[config.mk]
export PLATFORM = sky130hd
export DESIGN_NAME = gb_host_arb
export DESIGN_NICKNAME = d
export VERILOG_FILES = /design/src/rtl/gb_host_arb.sv
export SDC_FILE = /design/constraint.sdc
export NUM_CORES = 1
export LEC_CHECK = 0
export ABC_AREA = 1
export BUFFER_PORTS_ARGS = -buffer_cell sky130_fd_sc_hd__buf_2
export CAP_MARGIN = 10
export CORE_AREA = 2 2 116 118
export DETAILED_ROUTE_END_ITERATION = 10
export DIE_AREA = 0 0 118 120
export GPL_ROUTABILITY_DRIVEN = 0
export PLACE_DENSITY_LB_ADDON = 0.3
export SLEW_MARGIN = 20
export SYNTH_ARGS = -nofsm -noshare
export SYNTH_HDL_FRONTEND = slang
export SYNTH_SLANG_ARGS = --single-unit
export TNS_END_PERCENT = 50
[constraint.sdc]
create_clock -name clk -period 1.8 [get_ports clk]
set_clock_uncertainty 0.15 [all_clocks]
set_input_delay 0.27 -clock clk [delete_from_list [all_inputs] [get_ports clk]]
set_output_delay 0.27 -clock clk [all_outputs]
set_load 0.005 [all_outputs]
[src/rtl/gb_host_arb.sv]
// Two-requester round-robin arbiter sharing one ghostbus host port.
// One transaction in flight: accept in IDLE, strobe in ISSUE, optional WAIT for read data, respond in RESP.
module gb_host_arb #(
  parameter int AW     = 24,
  parameter int DW     = 32,
  parameter int RD_LAT = 1
) (
  input  logic          clk,
  input  logic          rst_n,
  input  logic          r0_valid,
  output logic          r0_ready,
  input  logic          r0_we,
  input  logic [AW-1:0] r0_addr,
  input  logic [DW-1:0] r0_wdata,
  output logic          r0_rsp,
  output logic [DW-1:0] r0_rdata,
  input  logic          r1_valid,
  output logic          r1_ready,
  input  logic          r1_we,
  input  logic [AW-1:0] r1_addr,
  input  logic [DW-1:0] r1_wdata,
  output logic          r1_rsp,
  output logic [DW-1:0] r1_rdata,
  output logic [AW-1:0] gb_addr,
  output logic [DW-1:0] gb_wdata,
  output logic          gb_we,
  output logic          gb_re,
  input  logic [DW-1:0] gb_rdata
);
  typedef enum logic [1:0] {IDLE, ISSUE, WAIT, RESP} state_t;
  typedef struct packed {
    logic          we;
    logic [AW-1:0] addr;
    logic [DW-1:0] wdata;
  } req_t;

  localparam logic [3:0] WAIT_INIT = 4'(RD_LAT - 1);

  req_t   [1:0]         req;
  logic   [1:0]         vld, sel;
  state_t               state_q, state_d;
  logic                 last_q, last_d;
  req_t                 cur_q, cur_d;
  logic   [3:0]         cnt_q, cnt_d;
  logic                 gb_we_q, gb_we_d, gb_re_q, gb_re_d;
  logic   [1:0]         rsp_q, rsp_d;
  logic   [1:0][DW-1:0] rdata_q, rdata_d;

  assign req[0] = {r0_we, r0_addr, r0_wdata};
  assign req[1] = {r1_we, r1_addr, r1_wdata};
  assign vld    = {r1_valid, r0_valid};

  // On a tie the requester that did not win last time gets the grant.
  assign sel[0] = vld[0] & (~vld[1] | last_q);
  assign sel[1] = vld[1] & (~vld[0] | ~last_q);

  // Ready is gated by reset so nothing looks accepted while the block is held.
  assign {r1_ready, r0_ready} = (rst_n && state_q == IDLE) ? sel : 2'b00;

  always_comb begin
    state_d = state_q;
    last_d  = last_q;
    cur_d   = cur_q;
    cnt_d   = cnt_q;
    gb_we_d = 1'b0;
    gb_re_d = 1'b0;
    rsp_d   = '0;
    rdata_d = '0;
    case (state_q)
      IDLE: begin
        if (|sel) begin
          last_d  = sel[1];
          cur_d   = req[sel[1]];
          gb_we_d = req[sel[1]].we;
          gb_re_d = ~req[sel[1]].we;
          state_d = ISSUE;
        end
      end
      ISSUE: begin
        if (cur_q.we) begin
          rsp_d[last_q] = 1'b1;
          state_d       = RESP;
        end else begin
          cnt_d   = WAIT_INIT;
          state_d = WAIT;
        end
      end
      WAIT: begin
        // Counter hits zero exactly RD_LAT cycles after the read strobe cycle.
        if (cnt_q == 4'd0) begin
          rsp_d[last_q]   = 1'b1;
          rdata_d[last_q] = gb_rdata;
          state_d         = RESP;
        end else begin
          cnt_d = cnt_q - 4'd1;
        end
      end
      RESP:    state_d = IDLE;
      default: state_d = IDLE;
    endcase
  end

  always_ff @(posedge clk or negedge rst_n) begin
    if (!rst_n) begin
      state_q <= IDLE;
      last_q  <= 1'b1;
      cur_q   <= '0;
      cnt_q   <= '0;
      gb_we_q <= 1'b0;
      gb_re_q <= 1'b0;
      rsp_q   <= '0;
      rdata_q <= '0;
    end else begin
      state_q <= state_d;
      last_q  <= last_d;
      cur_q   <= cur_d;
      cnt_q   <= cnt_d;
      gb_we_q <= gb_we_d;
      gb_re_q <= gb_re_d;
      rsp_q   <= rsp_d;
      rdata_q <= rdata_d;
    end
  end

  assign gb_addr  = cur_q.addr;
  assign gb_wdata = cur_q.wdata;
  assign gb_we    = gb_we_q;
  assign gb_re    = gb_re_q;
  assign r0_rsp   = rsp_q[0];
  assign r1_rsp   = rsp_q[1];
  assign r0_rdata = rdata_q[0];
  assign r1_rdata = rdata_q[1];

endmodule

==> Yosys cells after proc, flatten, opt, wreduce, memory -nomap -nowiden <==
Index checks and enable logic that the tools add are counted.
{ "totals": {"wordCells": 63, "input_bits": 150, "reg_bits": 132, "output_inout_bits": 126} }
{ "op_classes": {"muxes": 23, "addsub": 1, "order_cmp": 3, "n_bitwise": 9, "n_eq_ne": 7, "reduce_logical": 9} }
{ "op_table": {"columns": ["cell", "n"], "rows": [
  ["two-way mux 64 bit", 2],
  ["two-way mux 57 bit", 2],
  ["AND 64 bit", 1],
  ["demux 32 bit (select 1 bit)", 1],
  ["two-way mux 32 bit", 1],
  ["two-way mux 2 bit", 5],
  ["two-way mux 4 bit", 2],
  ["case mux 2 bit (4 select lines)", 1],
  ["case mux 4 bit (2 select lines)", 1],
  ["two-way mux 1 bit", 6],
  ["!= test 2 bit, second input constant", 3],
  ["== test 2 bit, second input constant", 2],
  ["logical NOT 4 bit", 1],
  ["less-than comparator 1 x 2 -> 1 bit, second input constant", 2],
  ["NOT 1 bit", 4],
  ["case mux 2 bit (2 select lines)", 1],
  ["AND reduction 2 bit", 2],
  ["subtractor 4 x 1 -> 4 bit, second input constant", 1],
  ["AND reduction 3 bit", 1],
  ["AND 1 bit", 2],
  ["== test 2 x 1 -> 1 bit, second input constant", 1],
  ["logical AND 1 bit", 2],
  ["logical NOT 2 bit", 1],
  ["!= test 2 x 1 -> 1 bit, second input constant", 1],
  ["other kinds (5)", 6]
]} }

==> Longest topological paths before layout <==
{ "depth": {"ltp_word": 8, "ltp_mapped": 8, "mapped_depth_nobuf": 7} }

==> Least setup slack after synthesis <==
No wires, ideal clock.
{ "synth_path": {"path_type": "flip-flop to flip-flop", "start": "register last_q", "end": "register cur_q, in the netlist gb_addr[10]", "required_time_ns": 1.534, "path_slack_ns": 0.313, "stages_incl_launch_ff": 8, "arrival_ns": 1.220, "synth_period_minus_slack_ns": 1.487, "path_buffers": 2, "setup_ns": 0.116, "cell_sequence": "dfstp_2 -> nand2_2 -> nand3_1 -> nand2_2 -> buf_2 -> buf_4 -> nand2_1 -> nand2_1"} }
{ "synth_via": {"elab_chain_cells": 5, "word_cells_on_any_way": 9, "cone_classes": "mux (2); bitwise (5); reduce/logical (2)"} }
{ "synth_lines": {"columns": ["element", "line_no", "text"], "rows": [
  ["start: declaration", "42", "logic last_q, last_d;"],
  ["start signal: assignment", "115", "last_q <= last_d;"],
  ["NOT 1 bit", "55", "assign sel[1] = vld[1] & (~vld[0] | ~last_q);"],
  ["bitwise OR 1 bit", "55", null],
  ["AND 1 bit", "55", null],
  ["two-way mux 57 bit (not written as such) / OR reduction 2 bit (equally long branches)", "73, 71", null],
  ["two-way mux 57 bit (not written as such) / AND reduction 2 bit (equally long branches)", null, null],
  ["end signal: assignment", "116", "cur_q <= cur_d;"],
  ["end: declaration", "43", "req_t cur_q, cur_d;"]
]} }
Several ways; a longest one is shown, not always the timed one. The select of a mux whose other input is x is not followed.
A chain may end at the register's enable or synchronous reset.

==> Worst setup path after layout <==
{ "layout_path": {"start": "register state_q[1]", "end": "output port r0_ready"} }
{ "layout_via": {"elab_chain_cells": 3} }
{ "layout_lines": {"columns": ["element", "line_no", "text"], "rows": [
  ["start: declaration", "41", "state_t state_q, state_d;"],
  ["start signal: assignment", "114", "state_q <= state_d;"],
  ["logical NOT 2 bit", "58", "assign {r1_ready, r0_ready} = (rst_n && state_q == IDLE) ? sel : 2'b00;"],
  ["logical AND 1 bit", "58", null],
  ["two-way mux 2 bit", "58", null],
  ["end: declaration", "11", "output logic r0_ready,"]
]} }
No other way between the ends.

==> results_dict.tcl <==
set metrics [dict create \
    outcome "finished, final reports clean" \
    num_rows 42 \
    worstSetupPathType "reg -> out" \
    grt_max_degree 133 \
    cp_slowest_stage_delay_ps 380 \
    dp.cells 1107 \
    drtAntennaViolNets 0 \
    die_x_um 118 \
    path_cells "inv_2 -> ha_4 -> inv_2 -> nor3_2 -> buf_2" \
    critPathSlowestCell "dfrtp_1" \
    path_common_cell "inv_2" \
    clock_sinks 132 \
    crit_arrival_ps 1380 \
    syn2layout_area_growth_pct 43.0 \
    hold_ws_ps 11.9 \
    worst_slew_pin_slew_ps 677 \
    critPathLaunchType "flip-flop" \
    dr_total_vias 5577 \
    firstDrtPassIters 4 \
    cts_buffers 17 \
    wl_mm 16.1 \
    syn-num-nets 891 \
    grt_pass1_wl_mm 25.8 \
    seq_area_frac_synth_pct 55.1 \
    p_leak_nw 5.18 \
    pre_cts_ws_ps 42.9 \
    cts.clk_slew.worst_paths_ps 60 \
    max_slew_margin_pct 54.9 \
    clock_path_buffers 2 \
    layout-drive-gt1-share_pct 32.0 \
    gr-usage-all-layers_pct 23.2 \
    die_h_um 120 \
    layout.nets 1185 \
    drt_iter0_drc 352 \
    ir_worst_vdd_uv 831 \
    hold_class "in -> reg" \
    timing.fmax_ghz 0.556 \
    hold_viol 0 \
    core_area_um2 13000 \
    finalCritPeriodShare_pct 99.9 \
    port_buffers 275 \
    crit_fanout 3 \
    yosysUniqueCellTypes 20 \
    postSynthAreaPerCell_um2 8.15 \
    synth_top_area_share_pct 54.6 \
    placed_area_um2 7150 \
    n_antenna_cell 0 \
    start_util_pct 46.2 \
    worst_slack_ps 2.39 \
    p_per_area_nw_per_um2 1380 \
    gr-total-overflow 0 \
    root_buffer "clkbuf_16" \
    drcViolationCount 0 \
    dp_hpwl_mm 10.1 \
    stdcell_count 1219 \
    ys_top_cells_by_area "dfrtp_1 (55%), nand2_1 (19%), buf_4 (7.4%), nand3_1 (5.4%), nor2_1 (4.6%)" \
    htree_levels 4 \
    yosysWarnings 0 \
    synth-seq-cells 132 \
    viasPerCell 4.58 \
    synth_area_um2 6000 \
    syn_inst 736 \
    r2r_slack_ps 150 \
    grt_pass1_vias 5394 \
    synth_top_area_cell "dfrtp_1" \
    rsz0062_at_grt "yes" \
    antenna_found_initial 0 \
    crit_required_ps 1380 \
    end_kind "primary output" \
    num_io_pins 276 \
    dieArea_um2 14200 \
    maxCapViolations 0 \
    wl_per_cell_um 13.2 \
    tritoncts "yes" \
    fin_area_um2 8580 \
    setup_viol 0 \
    clock_latency_ps 410 \
    maxSlewViolCount 0 \
    fin_crit_ps 1800 \
]
==> critical path: cells and delay by family, from the launching register on <==
kind	cells	cell delay [ps]
adders and majority gates	1	140
buffers and inverters	3	280
DFF	1	380
and+or+nand+nor	1	160
==> final cells by class <==
class                      instances  area (um2)
multi-input combinational        464        1930
fill                            1048        4400
tap                              176         220
timing repair buffer             367        2340
clock inverter                    11         150
clock buffer                      21         450
inverter                          48         180
sequential                       132        3300
==> stage by stage <==
| step | util, % | total power [W] | TNS (ps) |
|---|---|---|---|
| floorplan | - | 0.00717 | 0 |
| global placement | 55.1 | 0.00803 | 0 |
| detailed placement | 55.1 | 0.00810 | 0 |
| CTS | 66.0 | 0.0119 | 0 |
| global route | 66.1 | 0.0126 | -67.3 |
| finish | 66.1 | 0.0118 | 0 |
==> Yosys cell counts <==
cell type,number
nor2_1,73
ha_1,5
clkbuf_1,8
o21ai_0,2
nor3_1,2
inv_1,46
buf_6,4
nand2_1,309
dfrtp_1,131
buf_1,1
or2_2,1
inv_2,2
buf_2,20
buf_4,59
nand3_1,65
nand2_2,3
dfstp_2,1
xor2_1,1
nand4_1,2
a21oi_1,1
==> cell families (layout without fill, tap and decap cells) <==
family,after synthesis,in the layout,share of synthesized area (%)
xor gates and xnor gates,1,1,0.146
and+or+nand+nor,455,455,30.1
AOI/OAI and AO/OA,3,3,0.250
adders and majority gates,5,5,1.04
DFF,132,132,55.1
buffers and inverters,140,447,13.4
==> state kept, by name (all words and copies together), names as in the netlist <==
| register | cells |
|---|---|
| cnt_q | 4 |
| state_q | 2 |
| r1_rdata | 32 |
| gb_re | 1 |
| gb_addr | 24 |
| cur_q | 1 |
| rsp_q | 2 |
| gb_we | 1 |
| last_q | 1 |
| r0_rdata | 32 |
| gb_wdata | 32 |
==> worst paths after layout <==
| check | cells after the start | to | startpoint |
|---|---|---|---|
| min reg2reg | 2 | gb_wdata[0]$_DFFE_PN0P_ | gb_wdata[0]$_DFFE_PN0P_ |
| min in group asynchronous | 3 | gb_wdata[13]$_DFFE_PN0P_ | rst_n |
| max | 5 | r0_ready | state_q[1]$_DFFE_PN0P_ |
| max in group asynchronous | 3 | gb_wdata[15]$_DFFE_PN0P_ | rst_n |
| max reg2reg | 7 | gb_wdata[27]$_DFFE_PN0P_ | last_q$_DFFE_PN1P_ |
| min | 5 | gb_addr[21]$_DFFE_PN0P_ | r0_addr[21] |
==> placed cells by master (no fill, tap or decap), types with 3 or more instances in the layout <==
cell type and instances:
buf_12 6, buf_2 274, buf_4 9, buf_6 3, bufinv_16 3, clkbuf_1 3
clkbuf_16 17, dfrtp_1 131, dlygate4sd3_1 75, ha_1 4, inv_1 43, inv_2 5
nand2_1 309, nand3_1 65, nor2_1 73
==> per-layer routing <==
| metal | wire [um] | global-route usage (%) | vias to the layer above |
|---|---|---|---|
| li1 | - | - | 2760 |
| met1 | 6560 | 26.6 | 2598 |
| met2 | 8280 | 41.2 | 182 |
| met3 | 755 | 5.32 | 37 |
| met4 | 456 | 10.8 | 0 |
| met5 | 0 | 0 | - |
==> power breakdown <==
group / switching, W / internal (W) / leakage [nW]
Clock: 0.00128 / 0.00222 / 0.288
Combinational: 0.00230 / 0.00172 / 3.16
Sequential: 0.000395 / 0.00392 / 1.73
Total: 0.00397 / 0.00786 / 5.18
==> what timing repair did <==
item / in CTS / in global routing
setup buffers: 5 / 0
pin swaps: 3 / 1
gates cloned: 0 / 0
gates resized for setup: 9 / 2
hold buffers: 75 / 0
hold endpoints to repair: 237 / 0
setup endpoints to repair: 2 / 40
Note: power is estimated with default switching activity, not from simulation.
